--- src/rtl/constraint_sample_driver.sv ---
// Pseudo-random candidate generator feeding a combinational constraint checker;
// accepted candidates are streamed out on a valid/ready sample interface.
module constraint_sample_driver #(
  parameter int unsigned VEC_W     = 185,
  parameter logic [31:0] SEED      = 32'h1ACE_B00C,
  parameter int unsigned MAX_TRIES = 4096
) (
  input  logic              clk,
  input  logic              rst,
  input  logic              start,
  input  logic [15:0]       n_samples,
  output logic [VEC_W-1:0]  cand_o,
  input  logic              sat_i,
  output logic              sample_valid,
  input  logic              sample_ready,
  output logic [VEC_W-1:0]  sample_data,
  output logic              busy,
  output logic              done,
  output logic              fail,
  output logic [31:0]       tries
);

  localparam int unsigned L          = (VEC_W + 31) / 32;
  localparam logic [31:0] TAPS       = 32'h8020_0003;
  localparam logic [31:0] REJECT_MAX = 32'(MAX_TRIES - 1);

  typedef enum logic [1:0] {IDLE, GEN, HOLD, DONE} state_t;

  state_t      state, state_next;
  logic [31:0] lfsr [L];
  logic [31:0] rejects;
  logic [15:0] delivered;
  logic [15:0] requested;
  logic        start_ok;
  logic        handshake;

  function automatic logic [31:0] seed_of(input int unsigned i);
    logic [31:0] s;
    s = SEED ^ (32'(i) * 32'h9E37_79B9);
    return (s == '0) ? 32'd1 : s;
  endfunction

  function automatic logic [31:0] lfsr_step(input logic [31:0] s);
    return (s >> 1) ^ (s[0] ? TAPS : '0);
  endfunction

  // Last LFSR may be only partially visible when VEC_W is not a multiple of 32.
  for (genvar i = 0; i < L; i++) begin : g_cand
    if ((i + 1) * 32 <= VEC_W) begin : g_full
      assign cand_o[i*32 +: 32] = lfsr[i];
    end else begin : g_part
      assign cand_o[VEC_W-1:i*32] = lfsr[i][VEC_W-1-i*32:0];
    end
  end

  assign start_ok  = ((state == IDLE) || (state == DONE)) && start;
  assign handshake = (state == HOLD) && sample_ready;

  always_ff @(posedge clk or posedge rst) begin
    if (rst) state <= IDLE;
    else     state <= state_next;
  end

  always_comb begin
    state_next = state;
    case (state)
      IDLE, DONE: begin
        if (start) state_next = (n_samples == '0) ? DONE : GEN;
      end
      GEN: begin
        if (sat_i)                    state_next = HOLD;
        else if (rejects == REJECT_MAX) state_next = DONE;
      end
      HOLD: begin
        if (sample_ready) state_next = (delivered + 16'd1 == requested) ? DONE : GEN;
      end
      default: state_next = IDLE;
    endcase
  end

  always_comb begin
    busy         = (state == GEN) || (state == HOLD);
    done         = (state == DONE);
    sample_valid = (state == HOLD);
  end

  always_ff @(posedge clk or posedge rst) begin
    if (rst) begin
      for (int unsigned i = 0; i < L; i++) lfsr[i] <= seed_of(i);
      sample_data <= '0;
      tries       <= '0;
      rejects     <= '0;
      delivered   <= '0;
      requested   <= '0;
      fail        <= 1'b0;
    end else begin
      if (start_ok) begin
        requested <= n_samples;
        tries     <= '0;
        rejects   <= '0;
        delivered <= '0;
        fail      <= 1'b0;
      end
      if (state == GEN) begin
        if (tries != '1) tries <= tries + 32'd1;
        if (sat_i) begin
          sample_data <= cand_o;
          rejects     <= '0;
        end else if (rejects == REJECT_MAX) begin
          fail <= 1'b1;
        end else begin
          rejects <= rejects + 32'd1;
          for (int unsigned i = 0; i < L; i++) lfsr[i] <= lfsr_step(lfsr[i]);
        end
      end
      if (handshake) begin
        delivered <= delivered + 16'd1;
        for (int unsigned i = 0; i < L; i++) lfsr[i] <= lfsr_step(lfsr[i]);
      end
    end
  end

endmodule
--- config.mk ---
export PLATFORM = sky130hd
export DESIGN_NAME = constraint_sample_driver
export DESIGN_NICKNAME = d
export VERILOG_FILES = /design/src/rtl/constraint_sample_driver.sv
export SDC_FILE = /design/constraint.sdc
export NUM_CORES = 1
export LEC_CHECK = 0
export CAP_MARGIN = 10
export CELL_PAD_IN_SITES_DETAIL_PLACEMENT = 1
export CELL_PAD_IN_SITES_GLOBAL_PLACEMENT = 2
export CORE_ASPECT_RATIO = 1.4
export CORE_MARGIN = 1
export CORE_UTILIZATION = 36
export CTS_BUF_LIST = sky130_fd_sc_hd__clkbuf_2
export DETAILED_ROUTE_END_ITERATION = 8
export PLACE_DENSITY = 0.81
export SYNTH_ARGS = -nofsm -noshare
export SYNTH_HDL_FRONTEND = slang
export SYNTH_SLANG_ARGS = --single-unit
--- constraint.sdc ---
create_clock -name clk -period 22 [get_ports clk]
set_clock_uncertainty 0.15 [all_clocks]
set_input_delay 4.4 -clock clk [delete_from_list [all_inputs] [get_ports clk]]
set_output_delay 4.4 -clock clk [all_outputs]
set_load 0.03 [all_outputs]
; Yosys cells after proc, flatten, opt, wreduce, memory -nomap -nowiden
; Cells that the tools add are included.
[word_totals]
elab_cells = 75
inputBits = 21
reg_bits = 476
out_inout_bits = 406
[op_classes]
muxes = 30
n_eq_ne = 11
addsub = 3
n_reduce_logical = 12
bitwise_logic = 6
[op_table]
columns = cell, n
row1 = 192-bit 2-to-1 mux, 4
row2 = 32-bit 2-to-1 mux, 13
row3 = 31-bit by 32-bit bitwise XOR with 32-bit output, 6
row4 = "32-bit by 1-bit adder with 32-bit output, second input constant", 2
row5 = "32-bit by 12-bit == test with 1-bit output, second input constant", 1
row6 = 16-bit 2-to-1 mux, 2
row7 = "32-bit inequality test, second input constant", 1
row8 = "16-bit by 1-bit adder with 16-bit output, second input constant", 1
row9 = 16-bit == test, 1
row10 = 16-bit zero test, 1
row11 = 2-bit 2-to-1 mux, 6
row12 = 2-bit case mux with 3 select lines, 1
row13 = 3-bit AND reduction, 2
row14 = "2-bit == test, second input constant", 2
row15 = 1-bit 2-to-1 mux, 4
row16 = "2-bit by 1-bit inequality test with 1-bit output, second input constant", 2
row17 = "2-bit inequality test, second input constant", 2
row18 = 2-bit nonzero test, 2
row19 = "3-bit inequality test, second input constant", 1
row20 = "2-bit by 1-bit == test with 1-bit output, second input constant", 1
row21 = 1-bit logical AND, 2
row22 = 2-bit zero test, 1
row23 = 1-bit logical OR, 2
row24 = 2-bit AND reduction, 1
row25 = 2-bit OR reduction, 1

; Logic depth before layout (Yosys ltp)
[depth]
word_depth = 7
depth_mapped = 10
mapped_depth_nobuf = 8

; Worst setup path after synthesis
; Ideal clock, no wire load.
[synth_path]
path_type = input -> register
start = in sat_i
end = reg rejects[11]
setup_ns = 0.082
arrival_ns = 5.796
required_ns = 21.768
stages = 8
path_buffers = 4
slack_ns = 15.972
path_cell_list = clkbuf_1 > nor2b_1 > clkbuf_1 > and2_1 > clkbuf_1 > buf_2 > a21oi_1 > a31oi_1
[synth_between]
elab_chain_cells = 2
[synth_lines]
columns = element, line_no
row1 = start: declaration, 13  ; input logic sat_i,
row2 = 32-bit 2-to-1 mux, 106  ; if (sat_i) begin
row3 = 32-bit 2-to-1 mux, 104  ; if (state == GEN) begin
row4 = end signal: assignment, 112  ; rejects <= rejects + 32'd1;
row5 = end: declaration, 31  ; logic [31:0] rejects;
; Every way passes these cells.
; A chain may end at the register's enable or synchronous reset.

; Final worst setup path
[layout_path]
start = in sat_i
end = reg lfsr (netlist bit cand_o[88])
[layout_between]
elab_chain_cells = 2
[layout_lines]
columns = element, line_no
row1 = 2-bit by 1-bit inequality test with 1-bit output (no source line), -
row2 = 3-bit AND reduction (no source line), -
row3 = end: declaration, 30  ; logic [31:0] lfsr [L];
; Every way passes these cells.

==> summary.md <==
| Metric | Value |
|---|---|
| Share of cells above drive strength 1 | 31.4% |
| Post-CTS Setup Inserts | 0 |
| Pwr/cell area | 166 nW/um2 |
| Crit-path slowest cell | buf_4 |
| Compound-Gate Fraction of Synth Area | 5.19% |
| DR pass1 iterations | 4 |
| CTS tree | done |
| Die Wd | 210 um |
| Post-synth top area cell | dfrtp_1 |
| HP Class | flip-flop to flip-flop |
| Top post-synthesis cells by area | dfrtp_1 45%, mux2_2 12%, dfstp_2 11%, mux2_4 6.9%, buf_4 6.4% |
| GPL Wtd Cong | 0.787 |
| WP data arrival | 8250 ps |
| Detail Route Antenna Nets | 0 |
| Yosys reg bits | 476 |
| Final hold viol count | 0 |
| Max Slew Vio Count | 0 |
| Synth top area share | 44.7% |
| Sink Count | 476 |
| HPWL after detailed placement | 40,200 um |
| Post-Synth Adder-Cell Area | 0.346% |
| Critical path, cell by cell | clkdlybuf4s50_1 -> nor2b_1 -> nand2_2 -> nand2_8 -> buf_4 -> mux2_2 |
| Post-synthesis simple-gate area fraction | 8.33% |
| Worst path bufs/invs | 2 |
| Endpoints failing setup | 0 |
| Worst-path clk slew | 90 ps |
| Least-Margin Pin Slew | 1110 ps |
| Most common library cells after synthesis | 388 x dfrtp_1, 229 x mux2_2, 185 x buf_4 |
| Final Cycle Share | 33.9% |
| Cell Rows | 106 |
| Vias in the first global route | 15,400 |
| Crit end category | flip-flop |
| Via density | 4.95 |
| Crit path time final | 7460 ps |
| Nets | 2,019 |
| Syn_nets | 1,728 |
| Clock root cell | clkbuf_2 |
| Initial drt markers | 569 |
| Post-synth cell types | 71 |
| Post-synth ARST share | 100% |
| CTS HTree Levels | 3 |
| Post-synthesis mux area share | 20.3% |
| Status | complete, no violations |
| Clock Latency Late Sink | 1160 ps |
| Starting Density | 36.4% |
| Seq/Total Area, Yosys | 55.4% |
| FMAX | 0.134 GHz |
| Critical path fanouts, max | 79 |
| Routed vias | 14,100 |
| Synth warn | 0 |
| CTS buffer count | 119 |
| Unrepaired setup endpoints after global routing | no |
| DR WL/cell | 20.0 um |
| Leakage | 11.4 nW |
| Synth Instances | 1,701 |
| PortBufs | 426 |
| Critical path class | primary input to flip-flop |
| Area added between synthesis and finish | 21.4% |
| Antenna violations before repair | 4 |
| Drt total wl | 57,100 um |
| GRT Overall Usage | 19.0% |
| Die ar. | 61,300 um2 |
| Mapped Area | 21,700 um2 |
| Max-Cap Viols | 0 |
| Delay-heaviest family, CP | simple AND/OR/NAND/NOR gates |
| Setup TNS | 0 ps |
| Top-count cell post-synth | dfrtp_1 |
| Syn Area/Cell | 12.8 um2 |
| Post-Synth XOR/XNOR Area | 1.73% |
| Largest net degree at the start of global routing | 162 |
| CTS resizes | 0 |
| Crit path launch type | primary input |
| Critical Path RT | 22,790 ps |
| Hold-fix buffer count after cts | 0 |
| Core Region | 59,700 um2 |
| Main synth FF type | dfrtp_1 |
| Max VDD drop | 0.0799 mV |
| First-pass GRT wire length | 91,500 um |
| Overflow left after global routing | 0 |
| Die H | 293 um |
| Main combinational cell family by area after synthesis | multiplexers |
| Slew margin rel. | 26.3% |
| Number of flops mapped to enable cells by yosys | 0 |
| Drt drc | 0 |
| Pwr Total | 4.37 mW |
| Ports | 427 |
| Clock Path Buffers | 3 |
| Critical Path Max Stage Delay | 870 ps |
-- sequential cells by signal, indices dropped and copies added (netlist names) --
signal and flops:
cand_o 185, sample_data 185, rejects 32, tries 32, delivered 16, requested 16
lfsr 7, state 2, fail 1
-- where the power goes --
group | leakage (nW) | internal, mW | switching [mW] | total (mW)
registers | 5.86 | 1.26 | 0.325 | 1.59
clock network | 0.875 | 0.235 | 0.369 | 0.604
logic | 4.68 | 0.991 | 1.18 | 2.17
total | 11.4 | 2.49 | 1.87 | 4.37
-- area by class of cell --
| type | instances | area (um2) |
|---|---|---|
| inverters | 16 | 67.6 |
| fillers | 6319 | 33300 |
| well taps | 756 | 946 |
| clock inverters | 33 | 169 |
| diodes | 4 | 10.0 |
| flip-flops and latches | 476 | 12000 |
| multi-input cells | 942 | 7830 |
| repair buffers | 437 | 4360 |
| clock buffers | 191 | 956 |
-- layout by cell type (no fill, tap or decap), types with 4 or more instances in the layout --
cell type / n
clkdlybuf4s50_1: 426
dfrtp_1: 388
mux2_2: 229
clkbuf_2: 191
nand2_1: 111
mux2_4: 100
dfstp_2: 88
o21ai_0: 76
nor2_1: 67
nand3_1: 52
xnor2_1: 31
mux2_1: 30
a21oi_1: 29
clkinv_1: 23
a31oi_1: 21
nand4_1: 15
o31ai_1: 14
inv_1: 14
nor4_1: 12
o21ai_1: 12
xor2_1: 12
nor3_1: 11
buf_4: 10
o41ai_1: 9
and3_1: 9
nor2b_1: 7
or3_1: 7
and2_1: 6
nand2b_1: 6
ha_1: 6
a22o_1: 5
diode_2: 4
nor4_2: 4
nand3b_1: 4
clkinv_2: 4
-- stage by stage --
stage | setup WS [ps] | std cells | util, % | area [um2] | hold WS [ps]
floorplan | 4320 | 1701 | - | 21700 | 304
global placement | 13550 | 2627 | 42.3 | 25200 | 319
detailed placement | 13440 | 2627 | 42.3 | 25200 | 323
CTS | 14360 | 2851 | 44.2 | 26400 | 326
global route | 14310 | 2855 | 44.2 | 26400 | 345
finish | 14540 | 2855 | 44.2 | 26400 | 341
-- per-layer routing --
| metal | routed length (um) | track usage [%] | vias up |
|---|---|---|---|
| li1 | - | - | 6451 |
| met1 | 23200 | 22.6 | 7136 |
| met2 | 28200 | 32.4 | 439 |
| met3 | 3800 | 5.23 | 95 |
| met4 | 1810 | 7.85 | 0 |
| met5 | 0 | 0 | - |
-- worst paths after layout --
path | start | to | slack (ps) | cells after the start
worst max-delay path | sat_i | cand_o[88] | 14540 | 6
worst min register to register | lfsr[30] | lfsr[29] | 340 | 1
max in group asynchronous | rst | sample_data[137] | 15900 | 4
min in group asynchronous | rst | sample_data[165] | 3650 | 2
worst min-delay path | lfsr[30] | lfsr[29] | 340 | 1
worst max register to register | state[1] | cand_o[88] | 17200 | 7
-- logic make-up (layout without fill, tap and decap cells) --
group	Yosys count	after routing
compound gates	187	187
xor+xnor	43	43
fa+ha+maj	6	6
buf+inv	283	677
flops	476	476
mux	359	359
other cells	0	4
simple gates	347	347
No activity file was read; power rests on OpenSTA's default activity.
==> RTL edit, RTL diff (same flow settings) <==
Encoding of `state_t`: now Gray code (2 bits for 4 states).
--- a/src/rtl/constraint_sample_driver.sv
+++ b/src/rtl/constraint_sample_driver.sv
@@ -26,3 +26,3 @@
 
-  typedef enum logic [1:0] {IDLE, GEN, HOLD, DONE} state_t;
+  typedef enum logic [1:0] {IDLE = 2'b00, GEN = 2'b01, HOLD = 2'b11, DONE = 2'b10} state_t;
 
Behaviour: same outputs for any inputs over 4 cycles, from zero or initial values and one cycle with rst high; so few cycles prove little.
==> RTL edit against the original RTL <==
  * Sequential cell count unchanged
  * Total power grew 1.3%
  * Worst setup slack got worse by 0.45 ns
  * Design area is 0.53% lower
  * Count of clock-buffer cells in the layout down 4
  * Sequential power is 5% higher
  * Synthesized area decreased by 0.71%
  * Routed wire length is 4.4% lower
==> RTL edit: results (changes against the original RTL) <==
| Metric | Value |
|---|---|
| Status | `finished, final reports clean` |
| Peak supply drop | `85.4 µV (+6.9%)` |
| Area contributors post-synth | `dfrtp_1 (45%), mux2_2 (12%), dfstp_2 (11%), mux2_4 (9.1%), buf_4 (6.5%)` |
| 1st-iter DRT viols | `517 (-9.1%)` |
| Syn nets | `1682 (-2.7%)` |
| CTS Buffer Depth | `3 (unchanged)` |
| Initial antenna violation count | `2 (-2)` |
| Crit path max-delay family | `buffers and inverters` |
| Dpl hpwl | `38000 µm (-5.4%)` |
| # nets final | `1978 (-2.0%)` |
| Worst-path fanout max | `82 (+3.8%)` |
| R2r worst-path depth | `10 (+3)` |
| Routability Congestion | `0.779 (-1.0%)` |
| Total number of vias | `13.8k (-2.2%)` |
| Yosys cell types | `58 (-18%)` |
| Global-route usage over all layers | `0.181 (-0.00963)` |
| Global-route wire length before repair | `86800 µm (-5.2%)` |
| Htree depth | `3 (unchanged)` |
| Worst min-delay path category | `reg -> reg` |
| Port buffer count | `426 (unchanged)` |
| Arrival @ worst endpoint | `8.74 ns (+0.49 ns)` |
| Total CTS buffers | `116 (-2.5%)` |
| Clock Tree Root | `clkbuf_2` |
| Slowest CP cell | `buf_4` |
| Clk slew on worst S/H paths | `0.11 ns (+0.02 ns)` |
| Worst relative slew slack | `0.242 (-0.0207)` |
| Leak | `11.3 nW (-0.65%)` |
| Routed WL | `54500 µm (-4.4%)` |
| Synth top cells by count | `dfrtp_1 (388), mux2_2 (229), buf_4 (187)` |
| Share of cells above drive strength 1 | `0.325 (+0.0111)` |
| Yosys warns | `0 (unchanged)` |
| 1st-pass router iterations | `4 (unchanged)` |
| Maximum number of pins on one net before global-route repair | `164 (+1.2%)` |
| Post-CTS setup buffer count | `0 (unchanged)` |
| Routed Antenna Nets | `0 (unchanged)` |
| Async S/R FF share, synth | `1.00 (unchanged)` |
| FILL cells | `6283 (-0.57%)` |
| Sequential fraction of the synthesis area | `0.558 (+0.00395)` |
| Clk_lat worst skew | `1.20 ns (+0.04 ns)` |
| Number of global-route vias before repair | `14.8k (-3.7%)` |
| CTS resizes | `0 (unchanged)` |
| Hold Crit Depth | `1 (unchanged)` |
| CP peak stage delay | `0.96 ns (+0.09 ns)` |
==> RTL edit: cell count changes after synthesis, moves of 11 or more <==
cell,before,now
mux2_1,30,0
mux2i_1,0,15
o21ai_1,13,2
nor2_1,67,52
a31oi_1,21,9
mux2_4,100,130
==> RTL edit: layout make-up <==
type / instances / share of cell area
Antenna cell: 2 / 0.000191
Clock buffer: 187 / 0.0357
Clock inverter: 31 / 0.00701
Inverter: 12 / 0.00200
Multi-Input combinational cell: 909 / 0.294
Sequential cell: 476 / 0.458
Tap cell: 749 / 0.0357
Timing Repair Buffer: 439 / 0.167
==> RTL edit: per-stage QoR <==
stage | setup WS, ns | cells | cell area, µm² | hold WS [ns] | utilization
CTS | 14.25 | 2803 | 26200 | 0.339 | 0.445
global route | 14.00 | 2805 | 26200 | 0.353 | 0.446
detailed placement | 12.95 | 2585 | 25100 | 0.320 | 0.426
finish | 14.08 | 2805 | 26200 | 0.339 | 0.446
floorplan | 4.32 | 1658 | 21600 | 0.301 | -
global placement | 13.06 | 2585 | 25100 | 0.314 | 0.426
==> RTL edit: final timing paths <==
path / startpoint / end / slack (ns)
max: sat_i / cand_o[91] / 14.08
min: fail / fail / 0.34
max reg2reg: rejects[1] / cand_o[91] / 17.04
min reg2reg: fail / fail / 0.34
max in group asynchronous: rst / cand_o[154] / 15.88
min in group asynchronous: rst / sample_data[133] / 3.61
==> RTL edit: report_power, final <==
group,switching [mW],internal [mW],total (mW)
clock,0.371,0.242,0.613
sequential,0.363,1.31,1.67
combinational,1.13,1.00,2.14
total,1.87,2.55,4.42
==> RTL edit: kinds of logic after synthesis <==
family | after synthesis | synth area share
flops | 476 | 0.558
mux | 374 | 0.217
simple gates | 317 | 0.0707
buf+inv | 273 | 0.0859
compound gates | 169 | 0.0484
xor+xnor | 46 | 0.0187
fa+ha+maj | 3 | 0.00174
==> RTL edit: per-layer routing <==
metal / GRT usage / vias up / part of all wire
met3: 0.0421 / 112 / 0.054
met5: 0 / - / 0.00022
met1: 0.209 / 7001 / 0.39
met4: 0.0875 / 2 / 0.036
li1: - / 6296 / -
met2: 0.313 / 405 / 0.52
